===== src/rtl/spad_frame_reader_pkg.sv =====
// Shared word-format constants, reader state encoding and word decode for the SPAD readout path.
// The producer side builds words from the same field constants.
package spad_frame_reader_pkg;
  localparam int NPIX       = 512;
  localparam int DATA_W     = 5;
  localparam int ADDR_W     = 9;
  localparam int WORD_W     = 16;
  localparam int FRAMECNT_W = 16;
  localparam int ERRCNT_W   = 8;
  localparam int SUM_W      = 14;

  localparam int WADDR_LSB  = 6;
  localparam int WADDR_W    = 10;
  localparam int WPAD_BIT   = 5;
  localparam int WDATA_LSB  = 0;

  typedef enum logic [1:0] {
    ST_IDLE,
    ST_WAIT,
    ST_CHECK,
    ST_PRESENT
  } state_e;

  typedef struct packed {
    logic [WADDR_W-1:0] a;
    logic               pad;
    logic [DATA_W-1:0]  d;
    logic               bad;
  } word_dec_t;

  // A word is format-bad when the pad bit is set or the address is past the last pixel.
  function automatic word_dec_t decode_word(input logic [WORD_W-1:0] w);
    word_dec_t r;
    r.a   = w[WADDR_LSB +: WADDR_W];
    r.pad = w[WPAD_BIT];
    r.d   = w[WDATA_LSB +: DATA_W];
    r.bad = r.pad || (32'(r.a) >= 32'(NPIX));
    return r;
  endfunction
endpackage


===== src/rtl/spad_frame_reader_if.sv =====
// Pixel stream with valid/ready handshake from the frame reader to downstream consumers.
interface spad_frame_reader_if;
  import spad_frame_reader_pkg::*;

  logic              pix_valid;
  logic              pix_ready;
  logic [ADDR_W-1:0] pix_addr;
  logic [DATA_W-1:0] pix_data;
  logic              pix_sof;
  logic              pix_eof;

  modport master (
    output pix_valid, pix_addr, pix_data, pix_sof, pix_eof,
    input  pix_ready
  );

  modport slave (
    input  pix_valid, pix_addr, pix_data, pix_sof, pix_eof,
    output pix_ready
  );
endinterface


===== src/rtl/spad_frame_reader_stats.sv =====
// Frame statistics: running photon sum, completed-frame sum/count and sticky sequence-error tracking.
module spad_frame_reader_stats
  import spad_frame_reader_pkg::*;
(
  input  logic                  clk,
  input  logic                  rst_n,
  input  logic                  i_load,
  input  logic                  i_first,
  input  logic [DATA_W-1:0]     i_d,
  input  logic                  i_frame_done,
  input  logic                  i_err,
  input  logic                  i_clr_err,
  output logic [SUM_W-1:0]      o_frame_sum,
  output logic                  o_sum_valid,
  output logic [FRAMECNT_W-1:0] o_frame_cnt,
  output logic                  o_seq_err,
  output logic [ERRCNT_W-1:0]   o_err_cnt
);
  logic [SUM_W-1:0]      r_acc;
  logic [SUM_W-1:0]      r_frame_sum;
  logic                  r_sum_valid;
  logic [FRAMECNT_W-1:0] r_frame_cnt;
  logic                  r_seq_err;
  logic [ERRCNT_W-1:0]   r_err_cnt;

  // A frame start throws away whatever partial sum was being built.
  always_ff @(posedge clk or negedge rst_n) begin
    if (!rst_n) begin
      r_acc <= '0;
    end else if (i_load) begin
      r_acc <= i_first ? SUM_W'(i_d) : r_acc + SUM_W'(i_d);
    end
  end

  always_ff @(posedge clk or negedge rst_n) begin
    if (!rst_n) begin
      r_frame_sum <= '0;
      r_sum_valid <= 1'b0;
      r_frame_cnt <= '0;
    end else begin
      r_sum_valid <= i_frame_done;
      if (i_frame_done) begin
        r_frame_sum <= r_acc;
        r_frame_cnt <= r_frame_cnt + 1'b1;
      end
    end
  end

  // A new error beats a simultaneous clear, leaving exactly one counted error.
  always_ff @(posedge clk or negedge rst_n) begin
    if (!rst_n) begin
      r_seq_err <= 1'b0;
      r_err_cnt <= '0;
    end else if (i_err) begin
      r_seq_err <= 1'b1;
      if (i_clr_err)
        r_err_cnt <= ERRCNT_W'(1);
      else if (!(&r_err_cnt))
        r_err_cnt <= r_err_cnt + 1'b1;
    end else if (i_clr_err) begin
      r_seq_err <= 1'b0;
      r_err_cnt <= '0;
    end
  end

  assign o_frame_sum = r_frame_sum;
  assign o_sum_valid = r_sum_valid;
  assign o_frame_cnt = r_frame_cnt;
  assign o_seq_err   = r_seq_err;
  assign o_err_cnt   = r_err_cnt;
endmodule


===== src/rtl/spad_frame_reader.sv =====
// Consumer end of the SPAD readout FIFO: pops one word at a time, checks address continuity
// and presents decoded pixels on a valid/ready stream.
module spad_frame_reader
  import spad_frame_reader_pkg::*;
(
  input  logic                  clk,
  input  logic                  rst_n,
  input  logic                  i_en,
  input  logic                  i_fifo_empty,
  output logic                  o_fifo_rd_en,
  input  logic [WORD_W-1:0]     i_fifo_dout,
  spad_frame_reader_if.master   pix,
  output logic [SUM_W-1:0]      o_frame_sum,
  output logic                  o_sum_valid,
  output logic [FRAMECNT_W-1:0] o_frame_cnt,
  output logic                  o_seq_err,
  output logic [ERRCNT_W-1:0]   o_err_cnt,
  input  logic                  i_clr_err
);
  state_e            r_state;
  state_e            w_next;
  logic [WORD_W-1:0] r_word;
  logic [ADDR_W-1:0] r_exp_addr;
  logic [ADDR_W-1:0] r_pix_addr;
  logic [DATA_W-1:0] r_pix_data;
  logic              r_sync;

  word_dec_t w_dec;
  logic      w_fmt_bad;
  logic      w_check;
  logic      w_first;
  logic      w_good;
  logic      w_trunc;
  logic      w_err;
  logic      w_load;
  logic      w_eof;
  logic      w_accept;

  assign w_dec     = decode_word(r_word);
  assign w_fmt_bad = w_dec.pad || w_dec.bad;
  assign w_check   = (r_state == ST_CHECK);
  assign w_first   = !w_fmt_bad && (w_dec.a == '0);
  assign w_good    = w_first || (!w_fmt_bad && r_sync && (w_dec.a == {1'b0, r_exp_addr}));
  // Address 0 arriving mid-frame means the previous frame was cut short.
  assign w_trunc   = w_first && r_sync && (r_exp_addr != '0);
  // Out-of-order words are silent while unsynchronised; format-bad words always count.
  assign w_err     = w_check && (w_fmt_bad || (r_sync && !w_good) || w_trunc);
  assign w_load    = w_check && w_good;
  assign w_eof     = (r_pix_addr == ADDR_W'(NPIX - 1));
  assign w_accept  = (r_state == ST_PRESENT) && pix.pix_ready;

  always_ff @(posedge clk or negedge rst_n) begin
    if (!rst_n) r_state <= ST_IDLE;
    else        r_state <= w_next;
  end

  always_comb begin
    w_next = r_state;
    case (r_state)
      ST_IDLE:    if (i_en && !i_fifo_empty) w_next = ST_WAIT;
      ST_WAIT:    w_next = ST_CHECK;
      ST_CHECK:   w_next = w_good ? ST_PRESENT : ST_IDLE;
      ST_PRESENT: if (pix.pix_ready) w_next = ST_IDLE;
      default:    w_next = ST_IDLE;
    endcase
  end

  // Strobe is held off during reset so every output reads zero while rst_n is low.
  always_comb begin
    o_fifo_rd_en  = 1'b0;
    pix.pix_valid = 1'b0;
    case (r_state)
      ST_IDLE:    o_fifo_rd_en  = rst_n && i_en && !i_fifo_empty;
      ST_PRESENT: pix.pix_valid = 1'b1;
      default:    ;
    endcase
  end

  assign pix.pix_addr = r_pix_addr;
  assign pix.pix_data = r_pix_data;
  assign pix.pix_sof  = pix.pix_valid && (r_pix_addr == '0);
  assign pix.pix_eof  = pix.pix_valid && w_eof;

  // FIFO data is valid the cycle after the strobe, i.e. while in WAIT.
  always_ff @(posedge clk) begin
    if (r_state == ST_WAIT) r_word <= i_fifo_dout;
  end

  always_ff @(posedge clk or negedge rst_n) begin
    if (!rst_n) begin
      r_sync     <= 1'b0;
      r_exp_addr <= '0;
      r_pix_addr <= '0;
      r_pix_data <= '0;
    end else begin
      if (w_load) begin
        r_pix_addr <= w_dec.a[ADDR_W-1:0];
        r_pix_data <= w_dec.d;
        r_sync     <= 1'b1;
      end else if (w_err) begin
        r_sync     <= 1'b0;
      end
      if (w_accept) r_exp_addr <= w_eof ? '0 : r_pix_addr + 1'b1;
    end
  end

  spad_frame_reader_stats u_stats (
    .clk          (clk),
    .rst_n        (rst_n),
    .i_load       (w_load),
    .i_first      (w_first),
    .i_d          (w_dec.d),
    .i_frame_done (w_accept && w_eof),
    .i_err        (w_err),
    .i_clr_err    (i_clr_err),
    .o_frame_sum  (o_frame_sum),
    .o_sum_valid  (o_sum_valid),
    .o_frame_cnt  (o_frame_cnt),
    .o_seq_err    (o_seq_err),
    .o_err_cnt    (o_err_cnt)
  );
endmodule


===== src/flat_wrapper.sv =====
// flat-port wrapper written by rule: the top's interface ports become plain ports
module spad_frame_reader_flat import spad_frame_reader_pkg::*;
  (clk, rst_n, i_en, i_fifo_empty, o_fifo_rd_en, i_fifo_dout, o_frame_sum, o_sum_valid, o_frame_cnt, o_seq_err, o_err_cnt, i_clr_err, pix_pix_valid, pix_pix_addr, pix_pix_data, pix_pix_sof, pix_pix_eof, pix_pix_ready);
  spad_frame_reader_if pix_i ();
  input  logic clk;
  input  logic rst_n;
  input  logic i_en;
  input  logic i_fifo_empty;
  output logic o_fifo_rd_en;
  input  logic [WORD_W-1:0] i_fifo_dout;
  output logic [SUM_W-1:0] o_frame_sum;
  output logic o_sum_valid;
  output logic [FRAMECNT_W-1:0] o_frame_cnt;
  output logic o_seq_err;
  output logic [ERRCNT_W-1:0] o_err_cnt;
  input  logic i_clr_err;
  output wire logic [$bits(pix_i.pix_valid)-1:0] pix_pix_valid;
  output wire logic [$bits(pix_i.pix_addr)-1:0] pix_pix_addr;
  output wire logic [$bits(pix_i.pix_data)-1:0] pix_pix_data;
  output wire logic [$bits(pix_i.pix_sof)-1:0] pix_pix_sof;
  output wire logic [$bits(pix_i.pix_eof)-1:0] pix_pix_eof;
  input wire logic [$bits(pix_i.pix_ready)-1:0] pix_pix_ready;
  assign pix_pix_valid = pix_i.pix_valid;
  assign pix_pix_addr = pix_i.pix_addr;
  assign pix_pix_data = pix_i.pix_data;
  assign pix_pix_sof = pix_i.pix_sof;
  assign pix_pix_eof = pix_i.pix_eof;
  assign pix_i.pix_ready = pix_pix_ready;
  spad_frame_reader u_core (.clk(clk), .rst_n(rst_n), .i_en(i_en), .i_fifo_empty(i_fifo_empty), .o_fifo_rd_en(o_fifo_rd_en), .i_fifo_dout(i_fifo_dout), .pix(pix_i), .o_frame_sum(o_frame_sum), .o_sum_valid(o_sum_valid), .o_frame_cnt(o_frame_cnt), .o_seq_err(o_seq_err), .o_err_cnt(o_err_cnt), .i_clr_err(i_clr_err));
endmodule

===== config.mk =====
export PLATFORM = sky130hd
export DESIGN_NAME = spad_frame_reader_flat
export DESIGN_NICKNAME = d
export VERILOG_FILES = /design/src/rtl/spad_frame_reader_pkg.sv /design/src/rtl/spad_frame_reader_if.sv /design/src/rtl/spad_frame_reader_stats.sv /design/src/rtl/spad_frame_reader.sv /design/src/flat_wrapper.sv
export SDC_FILE = /design/constraint.sdc
export NUM_CORES = 1
export LEC_CHECK = 0
export ABC_CLOCK_PERIOD_IN_PS = 5980
export CORE_MARGIN = 3
export CORE_UTILIZATION = 55
export CTS_BUF_LIST = sky130_fd_sc_hd__clkbuf_8 sky130_fd_sc_hd__clkbuf_16
export CTS_CLUSTER_DIAMETER = 60
export DETAILED_ROUTE_END_ITERATION = 16
export GPL_ROUTABILITY_DRIVEN = 0
export GPL_TIMING_DRIVEN = 0
export HOLD_SLACK_MARGIN = 0.05
export PLACE_DENSITY = 0.89
export SLEW_MARGIN = 5
export SYNTH_ARGS = -nofsm -noshare
export SYNTH_HDL_FRONTEND = slang
export SYNTH_SLANG_ARGS = --single-unit

===== constraint.sdc =====
create_clock -name clk -period 5.98 [get_ports clk]
set_input_delay 0.598 -clock clk [delete_from_list [all_inputs] [get_ports clk]]
set_output_delay 0.598 -clock clk [all_outputs]
set_load 0.005 [all_outputs]

==> impl_metrics.py, run 1 <==
metrics = {
    "status": {
        "status": "complete, no violations",
    },
    "final_layout": {
        "syn_to_final_growth_pct": 25.0,
        "diodes": 0,
        "fin_nets": 533,
        "drive_gt1_frac": 0.0832,
    },
    "sta": {
        "fin_ws_ns": 2.98,
        "finalHoldViolCount": 0,
        "layout_min_cycle_time_ns": 3.00,
        "relSlewSlack": 0.153,
        "finalSetupTns_ns": 0,
        "report.final.slew_viol_count": 0,
        "skew_ns": 0.0128,
        "period_share": 0.501,
        "worst_slew_pin_slew_ns": 1.27,
        "max_freq_mhz": 334,
        "rsz0062_at_grt": "false",
        "setup_viol": 0,
    },
    "floorplanning": {
        "boundaryPins": 80,
        "rows": 32,
        "die_y_um": 96.7,
        "core_area_mm2": 0.00785,
        "die_area_mm2": 0.00935,
        "die_w_um": 96.7,
        "start_util": 0.576,
    },
    "critical_path": {
        "cp.arrival_ns": 2.40,
        "worstSetupPathType": "reg2out",
        "crit_path_max_fanout": 6,
        "startpoint_type": "register",
        "cp.required_ns": 5.38,
        "crit_path_end_kind": "primary output",
    },
    "global_route": {
        "grt_pass1_wl_um": 16100,
        "antenna_found_initial": 0,
        "gr-total-overflow": 0,
        "grt_max_degree": 51,
        "grt_use_total": 0.209,
        "grt_pass1_vias": 3420,
    },
    "clocking": {
        "post_cts_resized": 0,
        "clock_sinks": 96,
        "cts_setup_buffers": 0,
        "insertion_delay_ns": 0.35,
        "numCtsBuffers": 9,
        "htree_levels": 3,
        "cts_root_buf": "clkbuf_8",
        "postCtsHoldBufs": 0,
        "cts_tree": "done",
        "cts_buffer_depth": 2,
        "cts.clk_slew.worst_paths_ns": 0.09,
    },
    "placed_design": {
        "hpwl_um": 7010,
        "pre_cts_ws_ns": 3.07,
        "io_buffer_count": 78,
    },
    "power_and_ir_drop": {
        "p_per_area_mw_per_mm2": 210,
        "leakagePower_uw": 0.00254,
        "peakVddDrop_v": 0.000124,
        "power_uw": 1190,
    },
    "synth": {
        "post_synth_instance_area_mm2": 0.00452,
        "netlist.area_leader.share": 0.443,
        "syn_nets": 443,
        "synth-main-ff-cell": "dfrtp_1",
        "synth_top_family_by_area": "simple AND/OR/NAND/NOR gates",
        "synth-compound-area-share": 0.0893,
        "yosysSeqAreaShare": 0.549,
        "synth_common_cells": "80 x dfrtp_1, 79 x nand2_1, 19 x o21ai_0, 17 x xnor2_1, 17 x xor2_1",
        "yosysWarnings": 0,
        "synth.distinct_cells": 52,
        "synthAdderAreaFrac": 0.0321,
        "ys_seq_elements": 96,
        "synth-xor-area-share": 0.0658,
        "synthTopCellsByArea": "dfrtp_1 44%, edfxtp_1 11%, nand2_1 6.6%, xnor2_1 3.3%, xor2_1 3.3%",
        "synth_area_leader_cell": "dfrtp_1",
        "synthArstFlopShare": 0.833,
        "syn_avg_cell_area_um2": 11.0,
        "syn_inst": 410,
        "synth_edf_count": 16,
        "synthMuxAreaShare": 0.0437,
        "synth-simple-area-share": 0.195,
        "synth_most_common_cell": "dfrtp_1",
    },
    "routing": {
        "wirelength_um": 9520,
        "drt_first_pass_iters": 4,
        "drc": 0,
        "drtIter0Drc": 211,
        "postRouteAntennaNets": 0,
        "vias": 3443,
        "post_drt_wl_per_cell_um": 15.7,
        "vias_per_cell": 5.67,
    },
    "worst_hold_path": {
        "hp-class": "in2async",
    },
    "flow_run": {
        "maxCapViolCount": 0,
    },
}
-- cell usage in the layout, fill, tap and decap left out, types with 5 or more instances in the layout --
| master | count |
|---|---|
| o31ai_1 | 11 |
| edfxtp_1 | 16 |
| inv_1 | 15 |
| nand2_1 | 79 |
| nor2_1 | 14 |
| xnor2_1 | 17 |
| o21ai_0 | 19 |
| ha_1 | 10 |
| nor3_1 | 6 |
| nand4_1 | 7 |
| clkdlybuf4s50_1 | 77 |
| or4_1 | 9 |
| a21oi_1 | 13 |
| nand3_1 | 12 |
| nor4_1 | 5 |
| xor2_1 | 17 |
| and3_1 | 13 |
| dfrtp_1 | 80 |
| clkbuf_8 | 10 |
| mux2_2 | 9 |
| mux2_1 | 5 |
-- power by group --
| part | switching (uW) | internal, uW | total (uW) | leakage (uW) |
|---|---|---|---|---|
| Sequential | 13.4 | 678 | 691 | 0.00126 |
| Clock | 222 | 203 | 425 | 0.000105 |
| Combinational | 37.5 | 32.3 | 69.9 | 0.00117 |
| Total | 273 | 913 | 1190 | 0.00254 |
-- per-layer routing --
metal	routed length, um	up-vias	GRT usage	part of all wire
met4	197	0	0.0842	0.021
met5	0	-	0	0
met3	519	21	0.0360	0.054
met2	4710	139	0.351	0.49
met1	4100	1653	0.269	0.43
li1	-	1630	-	-
-- state kept, by name, indices dropped and copies added, names as in the netlist --
signal	flops
u_core.pix.pix_addr	9
u_core.pix.pix_data	5
u_core.r_exp_addr	9
u_core.r_state	2
u_core.r_sync	1
u_core.r_word	16
u_core.u_stats.o_err_cnt	8
u_core.u_stats.o_frame_cnt	16
u_core.u_stats.o_frame_sum	14
u_core.u_stats.o_seq_err	1
u_core.u_stats.o_sum_valid	1
u_core.u_stats.r_acc	14
-- stage by stage --
step / hold slack [ns] / utilization / area [um2] / cells
2_1_floorplan: 0.302 / - / 4520 / 410
3_3_place_gp: 0.456 / 0.692 / 5430 / 590
3_5_place_dp: 0.463 / 0.695 / 5460 / 591
4_1_cts: 0.190 / 0.721 / 5650 / 607
5_1_grt: 0.202 / 0.721 / 5650 / 607
6_report: 0.181 / 0.721 / 5650 / 607
-- worst max-delay path, cell delays in order, from the launching register on --
cell	delay, ns
dfrtp_1	0.47
ha_1	0.23
nand3_1	0.15
nor2_1	0.19
ha_1	0.27
and3_1	0.21
clkdlybuf4s50_1	0.53
-- cells by family after synthesis --
| logic type | after synthesis |
|---|---|
| DFF | 96 |
| adders and majority gates | 11 |
| xor gates and xnor gates | 34 |
| buffers and inverters | 24 |
| muxes | 18 |
| and+or+nand+nor | 169 |
| AOI/OAI and AO/OA | 58 |
-- worst paths after layout --
check                                               start                              to  cells after the start  slack (ns)
min in group clk           u_core.u_stats.o_frame_cnt[15]  u_core.u_stats.o_frame_cnt[15]                      1        0.47
hold reg to reg            u_core.u_stats.o_frame_cnt[15]  u_core.u_stats.o_frame_cnt[15]                      1        0.47
setup reg to reg                   u_core.pix.pix_addr[0]  u_core.u_stats.o_frame_cnt[14]                     12        3.01
setup / recovery                   u_core.pix.pix_addr[0]                     pix_pix_eof                      6        2.98
hold / removal                                      rst_n        u_core.u_stats.o_seq_err                      1        0.18
max in group asynchronous                           rst_n   u_core.u_stats.o_frame_sum[0]                      2        5.21
-- layout make-up --
class | count | area, um2
sequential | 96 | 2480
fill | 558 | 2190
multi-input combinational | 290 | 1930
timing repair buffer | 79 | 806
clock buffer | 10 | 138
tap | 102 | 128
buffer | 10 | 61.3
clock inverter | 6 | 60.1
inverter | 14 | 52.6
Note: power is estimated with default switching activity, not from simulation.
==> run 2, diff against run 1 <==
--- a/config.mk
+++ b/config.mk
@@ -5,16 +5,16 @@
 export SDC_FILE = /design/constraint.sdc
 export NUM_CORES = 1
 export LEC_CHECK = 0
-export ABC_CLOCK_PERIOD_IN_PS = 5980
+export ABC_CLOCK_PERIOD_IN_PS = 2800
 export CORE_MARGIN = 3
-export CORE_UTILIZATION = 55
+export CORE_UTILIZATION = 53
 export CTS_BUF_LIST = sky130_fd_sc_hd__clkbuf_8 sky130_fd_sc_hd__clkbuf_16
 export CTS_CLUSTER_DIAMETER = 60
 export DETAILED_ROUTE_END_ITERATION = 16
 export GPL_ROUTABILITY_DRIVEN = 0
 export GPL_TIMING_DRIVEN = 0
 export HOLD_SLACK_MARGIN = 0.05
-export PLACE_DENSITY = 0.89
+export PLACE_DENSITY = 0.86
 export SLEW_MARGIN = 5
 export SYNTH_ARGS = -nofsm -noshare
 export SYNTH_HDL_FRONTEND = slang
==> constraint.sdc (replaced) <==
create_clock -name clk -period 2.8 [get_ports clk]
set_input_delay 0.28 -clock clk [delete_from_list [all_inputs] [get_ports clk]]
set_output_delay 0.28 -clock clk [all_outputs]
set_load 0.005 [all_outputs]
==> run 2 against run 1 <==
Combinational power grew 120%. Cell count grew 0.49%. Core utilization shrank 3.1 points. Sequential cell count is the same. Critical path depth is the same. Hold slack gained 0.15 ns. Cell area grew 0.69%. Clock power grew 120%. Wire length shrank 1.5%. Sequential share of layout area shrank 0.28 points. Register-to-register slack lost 2.8 ns.
==> impl_metrics.py, run 2 (synthesis results as in run 1) <==
metrics = {
    "sta": {
        "relSlewSlack": 0.465,
        "skew_ns": 0.0123,
        "report.final.slew_viol_count": 0,
        "worst_slew_pin_slew_ns": 0.798,
        "period_share": 0.922,
        "finalHoldViolCount": 0,
        "layout_min_cycle_time_ns": 2.58,
        "max_freq_mhz": 387,
        "finalSetupTns_ns": 0,
        "setup_viol": 0,
    },
    "floorplanning": {
        "die_y_um": 98.4,
        "core_area_mm2": 0.00826,
        "rows": 33,
        "boundaryPins": 80,
        "start_util": 0.548,
        "die_w_um": 98.4,
        "die_area_mm2": 0.00968,
    },
    "final_layout": {
        "drive_gt1_frac": 0.101,
        "fin_nets": 533,
        "syn_to_final_growth_pct": 25.9,
        "diodes": 0,
        "mostFrequentLayoutCell": "dfrtp_1",
        "final_cell_mix": "79 x dfrtp_1, 78 x nand2_1, 77 x clkdlybuf4s50_1",
        "fillers": 612,
        "final_core_util": 0.689,
    },
    "routing": {
        "postRouteAntennaNets": 0,
        "vias_per_cell": 5.63,
        "drc": 0,
        "drtIter0Drc": 157,
        "post_drt_wl_per_cell_um": 15.4,
        "vias": 3436,
        "wirelength_um": 9380,
        "drt_first_pass_iters": 4,
    },
    "critical_path": {
        "r2r_setup_slack_ns": 0.23,
        "cp.arrival_ns": 2.30,
        "crit_family": "simple AND/OR/NAND/NOR gates",
        "crit_buf_inv": 1,
        "slowest_delay_ns": 0.52,
        "crit_path_max_fanout": 6,
        "cp_slowest_cell": "clkdlybuf4s50_1",
        "cp_cell_sequence": "ha_1 -> nand3_1 -> nor2_2 -> ha_2 -> and3_2 -> clkdlybuf4s50_1",
        "startpoint_type": "register",
        "worstSetupPathType": "reg2out",
        "crit_path_end_kind": "primary output",
        "cp.required_ns": 2.52,
    },
    "clocking": {
        "numCtsBuffers": 9,
        "clock_sinks": 96,
        "cts_setup_buffers": 0,
        "cts.clk_slew.worst_paths_ns": 0.10,
        "htree_levels": 3,
        "cts_root_buf": "clkbuf_8",
        "insertion_delay_ns": 0.36,
        "cts_tree": "done",
        "cts_buffer_depth": 2,
    },
    "global_route": {
        "gr-usage-met1": 0.264,
        "grt_max_degree": 51,
        "antenna_found_initial": 0,
        "grtUsageMet3": 0.0357,
        "use_met2": 0.323,
        "grt_pass1_vias": 3343,
        "grt-busiest-layer": "met2",
        "gr-total-overflow": 0,
        "grt_use_total": 0.197,
        "grt_pass1_wl_um": 15500,
    },
    "power_and_ir_drop": {
        "power.internal_uw": 1940,
        "p_per_area_mw_per_mm2": 447,
        "peakVddDrop_v": 0.000249,
        "switching_power_uw": 606,
        "clock_power_share": 0.362,
        "leakagePower_uw": 0.00254,
        "p_seq_frac": 0.579,
        "power_frac_comb": 0.059,
        "p_sw_frac": 0.238,
    },
    "worst_hold_path": {
        "hp-class": "in2reg",
    },
    "flow_run": {
        "maxCapViolCount": 0,
    },
    "placed_design": {
        "hpwl_um": 6900,
        "io_buffer_count": 78,
    },
    "status": {
        "status": "complete, no violations",
    },
}
==> run 2: changes by cell type in the layout (fill, tap and decap cells not counted), sizes merged <==
cell         delta
dlygate4sd3     +1
inv             +1
clkbuf          -2
==> run 2: final cells by class <==
class | instances | area (um2) | share of cell area
flip-flops and latches | 96 | 2480 | 0.436
multi-input cells | 290 | 1950 | 0.342
repair buffers | 80 | 816 | 0.143
well taps | 105 | 131 | 0.0231
clock buffers | 9 | 124 | 0.0218
clock inverters | 7 | 76.3 | 0.0134
plain buffers | 9 | 57.6 | 0.0101
inverters | 14 | 57.6 | 0.0101
==> run 2: what timing repair did <==
item | CTS | global route
hold buffers | 1 | 0
endpoints found under the setup margin | 3 | 5
resized for setup | 2 | 8
endpoints found under the hold margin | 30 | 0
pin swaps | 0 | 0
==> run 2: worst paths after layout <==
path                                                  end  depth (start not counted)                          start
max reg2reg                u_core.u_stats.o_frame_cnt[13]                         12         u_core.pix.pix_addr[0]
max in group asynchronous         u_core.u_stats.r_acc[0]                          3                          rst_n
max                                           pix_pix_eof                          6         u_core.pix.pix_addr[0]
min in group asynchronous            u_core.r_exp_addr[6]                          2                          rst_n
min                           u_core.u_stats.o_err_cnt[3]                          2                      i_clr_err
min reg2reg                 u_core.u_stats.o_frame_sum[0]                          2  u_core.u_stats.o_frame_sum[0]
==> run 2: routing by layer <==
layer / part of all wire / up-vias
li1: - / 1628
met1: 0.45 / 1674
met2: 0.48 / 118
met3: 0.054 / 16
met4: 0.014 / 0
met5: 0 / -
==> run 2: metrics by stage <==
step / hold WS [ns] / area (um2) / power (uW) / std cells / setup WS [ns]
2_1_floorplan: -0.0156 / 4520 / 1560 / 410 / 0.368
3_3_place_gp: 0.455 / 5440 / 1640 / 593 / -1.72
3_5_place_dp: 0.251 / 5460 / 1650 / 594 / -0.0571
4_1_cts: 0.316 / 5680 / 2570 / 611 / 0.0504
5_1_grt: 0.360 / 5690 / 2640 / 610 / -0.00276
6_report: 0.327 / 5690 / 2550 / 610 / 0.217
==> run 2: power groups by stage <==
stage | clock, uW | sequential, uW | combinational (uW)
after CTS | 942 | 1470 | 153
after global placement | 0 | 1500 | 142
final | 921 | 1480 | 151
after detailed placement | 0 | 1500 | 151
after floorplan | 0 | 1500 | 67.7
after global routing | 996 | 1480 | 168
==> run 2: worst reg2reg max path: stages (launching register included) <==
cell	delay (ns)
dfrtp_2	0.42
ha_1	0.19
nand3_1	0.18
nor2_2	0.17
ha_2	0.22
and3_2	0.24
nand2_4	0.11
clkinv_4	0.11
and4_2	0.28
nand2_1	0.12
nor2_2	0.14
nand3_1	0.11
xnor2_1	0.15
==> run 3, diff against run 2 <==
--- a/config.mk
+++ b/config.mk
@@ -6,12 +6,11 @@
 export NUM_CORES = 1
 export LEC_CHECK = 0
 export ABC_CLOCK_PERIOD_IN_PS = 2800
-export CORE_MARGIN = 3
+export CORE_MARGIN = 1.5
 export CORE_UTILIZATION = 53
 export CTS_BUF_LIST = sky130_fd_sc_hd__clkbuf_8 sky130_fd_sc_hd__clkbuf_16
 export CTS_CLUSTER_DIAMETER = 60
 export DETAILED_ROUTE_END_ITERATION = 16
-export GPL_ROUTABILITY_DRIVEN = 0
 export GPL_TIMING_DRIVEN = 0
 export HOLD_SLACK_MARGIN = 0.05
 export PLACE_DENSITY = 0.86
==> run 3 against run 2 <==
Sequential cell count unchanged. First-iteration DRC count down 8.9%. Core utilization is 0.061 points lower. Via count is 0.17% higher. Cell count rose by 0.33%. Total power is 0.79% lower. Die area down 6.0%. Non-clock buffer count is 2 higher. Critical path type is now reg2reg.
==> impl_metrics.py, run 3 (synthesis results as in run 1) <==
metrics = {
    "final_layout": {
        "syn_to_final_growth_pct": 25.8,
        "layout.cells.non_filler": 612,
        "drive_gt1_frac": 0.0986,
        "mostFrequentLayoutCell": "dfrtp_1",
        "fin_nets": 535,
        "final_cell_area_mm2": 0.00569,
        "diodes": 0,
        "fillers": 616,
        "final_cell_mix": "79 x dfrtp_1, 78 x nand2_1, 77 x clkdlybuf4s50_1",
    },
    "sta": {
        "rsz0062_at_grt": "false",
        "max_freq_mhz": 388,
        "setup_viol": 0,
        "relSlewSlack": 0.461,
        "worst_slew_pin_slew_ns": 0.804,
        "report.final.slew_viol_count": 0,
        "finalHoldViolCount": 0,
        "layout_min_cycle_time_ns": 2.58,
        "skew_ns": 0.00975,
        "holdWs_ns": 0.327,
        "period_share": 0.921,
    },
    "power_and_ir_drop": {
        "leakagePower_uw": 0.00255,
        "p_seq_frac": 0.584,
        "power_frac_comb": 0.061,
        "peakVddDrop_v": 0.000285,
        "clock_power_share": 0.355,
        "p_sw_frac": 0.235,
        "power_uw": 2530,
        "switching_power_uw": 594,
        "p_per_area_mw_per_mm2": 444,
        "power.internal_uw": 1930,
    },
    "clocking": {
        "cts_buffer_depth": 2,
        "numCtsBuffers": 9,
        "cts_root_buf": "clkbuf_8",
        "cts.clk_slew.worst_paths_ns": 0.09,
        "cts_tree": "done",
        "insertion_delay_ns": 0.36,
        "htree_levels": 3,
        "clock_sinks": 96,
    },
    "global_route": {
        "grt_use_total": 0.217,
        "antenna_found_initial": 0,
        "grt_pass1_vias": 3182,
        "grt_max_degree": 50,
        "gr-total-overflow": 0,
        "grt_pass1_wl_um": 15000,
    },
    "placed_design": {
        "post_dp_cell_area_mm2": 0.00546,
        "io_buffer_count": 78,
        "dp_cells": 594,
        "hpwl_um": 6850,
        "gp_congestion": 0.793,
    },
    "routing": {
        "vias": 3442,
        "post_drt_wl_per_cell_um": 15.4,
        "drt_first_pass_iters": 4,
        "postRouteAntennaNets": 0,
        "wirelength_um": 9400,
        "vias_per_cell": 5.62,
        "drc": 0,
        "drtIter0Drc": 143,
    },
    "floorplanning": {
        "start_util": 0.548,
        "die_area_mm2": 0.00910,
        "die_w_um": 95.4,
        "rows": 33,
        "boundaryPins": 80,
        "die_y_um": 95.4,
        "core_area_mm2": 0.00826,
    },
    "critical_path": {
        "worstSetupPathType": "reg2reg",
        "crit_path_end_kind": "register",
        "cp.arrival_ns": 2.84,
        "crit_path_max_fanout": 9,
        "cp.required_ns": 3.06,
        "startpoint_type": "register",
    },
    "worst_hold_path": {
        "hp-class": "in2reg",
    },
    "flow_run": {
        "maxCapViolCount": 0,
    },
    "status": {
        "status": "complete, no violations",
    },
}
==> run 3: cell types whose count changed in the layout (fill, tap and decap cells not counted), moves of 2 or more <==
cell	previous run	this run
inv_6	4	1
buf_4	1	3
nor2_1	12	14
nor2_2	3	1
==> run 3: per-layer routing <==
layer	wire length (um)	vias to the layer above	GRT usage	share of wire
met4	125	0	0.0699	0.013
met3	601	15	0.0439	0.064
li1	-	1641	-	-
met1	4180	1668	0.290	0.45
met5	0	-	0	0
met2	4490	118	0.355	0.48
==> run 3: worst paths after layout <==
| kind | startpoint | to | slack [ns] | depth (start not counted) |
|---|---|---|---|---|
| min in group asynchronous | rst_n | u_core.u_stats.o_seq_err | 0.39 | 2 |
| max reg2reg | u_core.pix.pix_addr[1] | u_core.u_stats.o_frame_cnt[13] | 0.22 | 12 |
| max | u_core.pix.pix_addr[1] | u_core.u_stats.o_frame_cnt[13] | 0.22 | 12 |
| max in group asynchronous | rst_n | u_core.u_stats.o_frame_sum[2] | 1.82 | 3 |
| min | i_clr_err | u_core.u_stats.o_err_cnt[3] | 0.33 | 2 |
| min reg2reg | u_core.u_stats.o_frame_sum[2] | u_core.u_stats.o_frame_sum[2] | 0.48 | 2 |
==> run 3: area by class of cell <==
cell class	count	area [um2]	share of cell area
plain buffers	9	57.6	0.0101
clock buffers	9	124	0.0218
clock inverters	7	72.6	0.0128
inverters	14	52.6	0.00924
multi-input cells	290	1940	0.340
flip-flops and latches	96	2480	0.437
well taps	105	131	0.0231
repair buffers	82	831	0.146
==> run 3: critical path, stage by stage (launching register included) <==
cell and delay (ns):
dfrtp_1 0.42, ha_1 0.21, nand3_1 0.14, nor2_1 0.16, ha_2 0.24, and3_1 0.23
nand2_2 0.15, inv_2 0.12, and4_2 0.28, nand2_1 0.11, nor2_1 0.17, nand3_1 0.11
xnor2_1 0.14
==> run 3: timing repair <==
item	CTS	global route
endpoints found under the setup margin	3	4
setup buffers	1	1
resized for setup	1	3
cloned	0	0
hold buffers	1	0
endpoints found under the hold margin	31	0
==> run 3: metrics by stage <==
stage	TNS, ns	util	setup WS (ns)
floorplan	0	-	0.368
global placement	-109.63	0.658	-1.75
detailed placement	-0.0698	0.661	-0.0698
CTS	0	0.687	0.0603
global route	0	0.689	0.00202
finish	0	0.689	0.221
==> run 3: power groups by stage <==
| stage | Sequential (uW) | Clock, uW | Combinational [uW] |
|---|---|---|---|
| after CTS | 1470 | 913 | 155 |
| after detailed placement | 1500 | 0 | 152 |
| after floorplan | 1500 | 0 | 67.7 |
| final | 1470 | 897 | 154 |
| after global routing | 1480 | 964 | 170 |
| after global placement | 1500 | 0 | 141 |
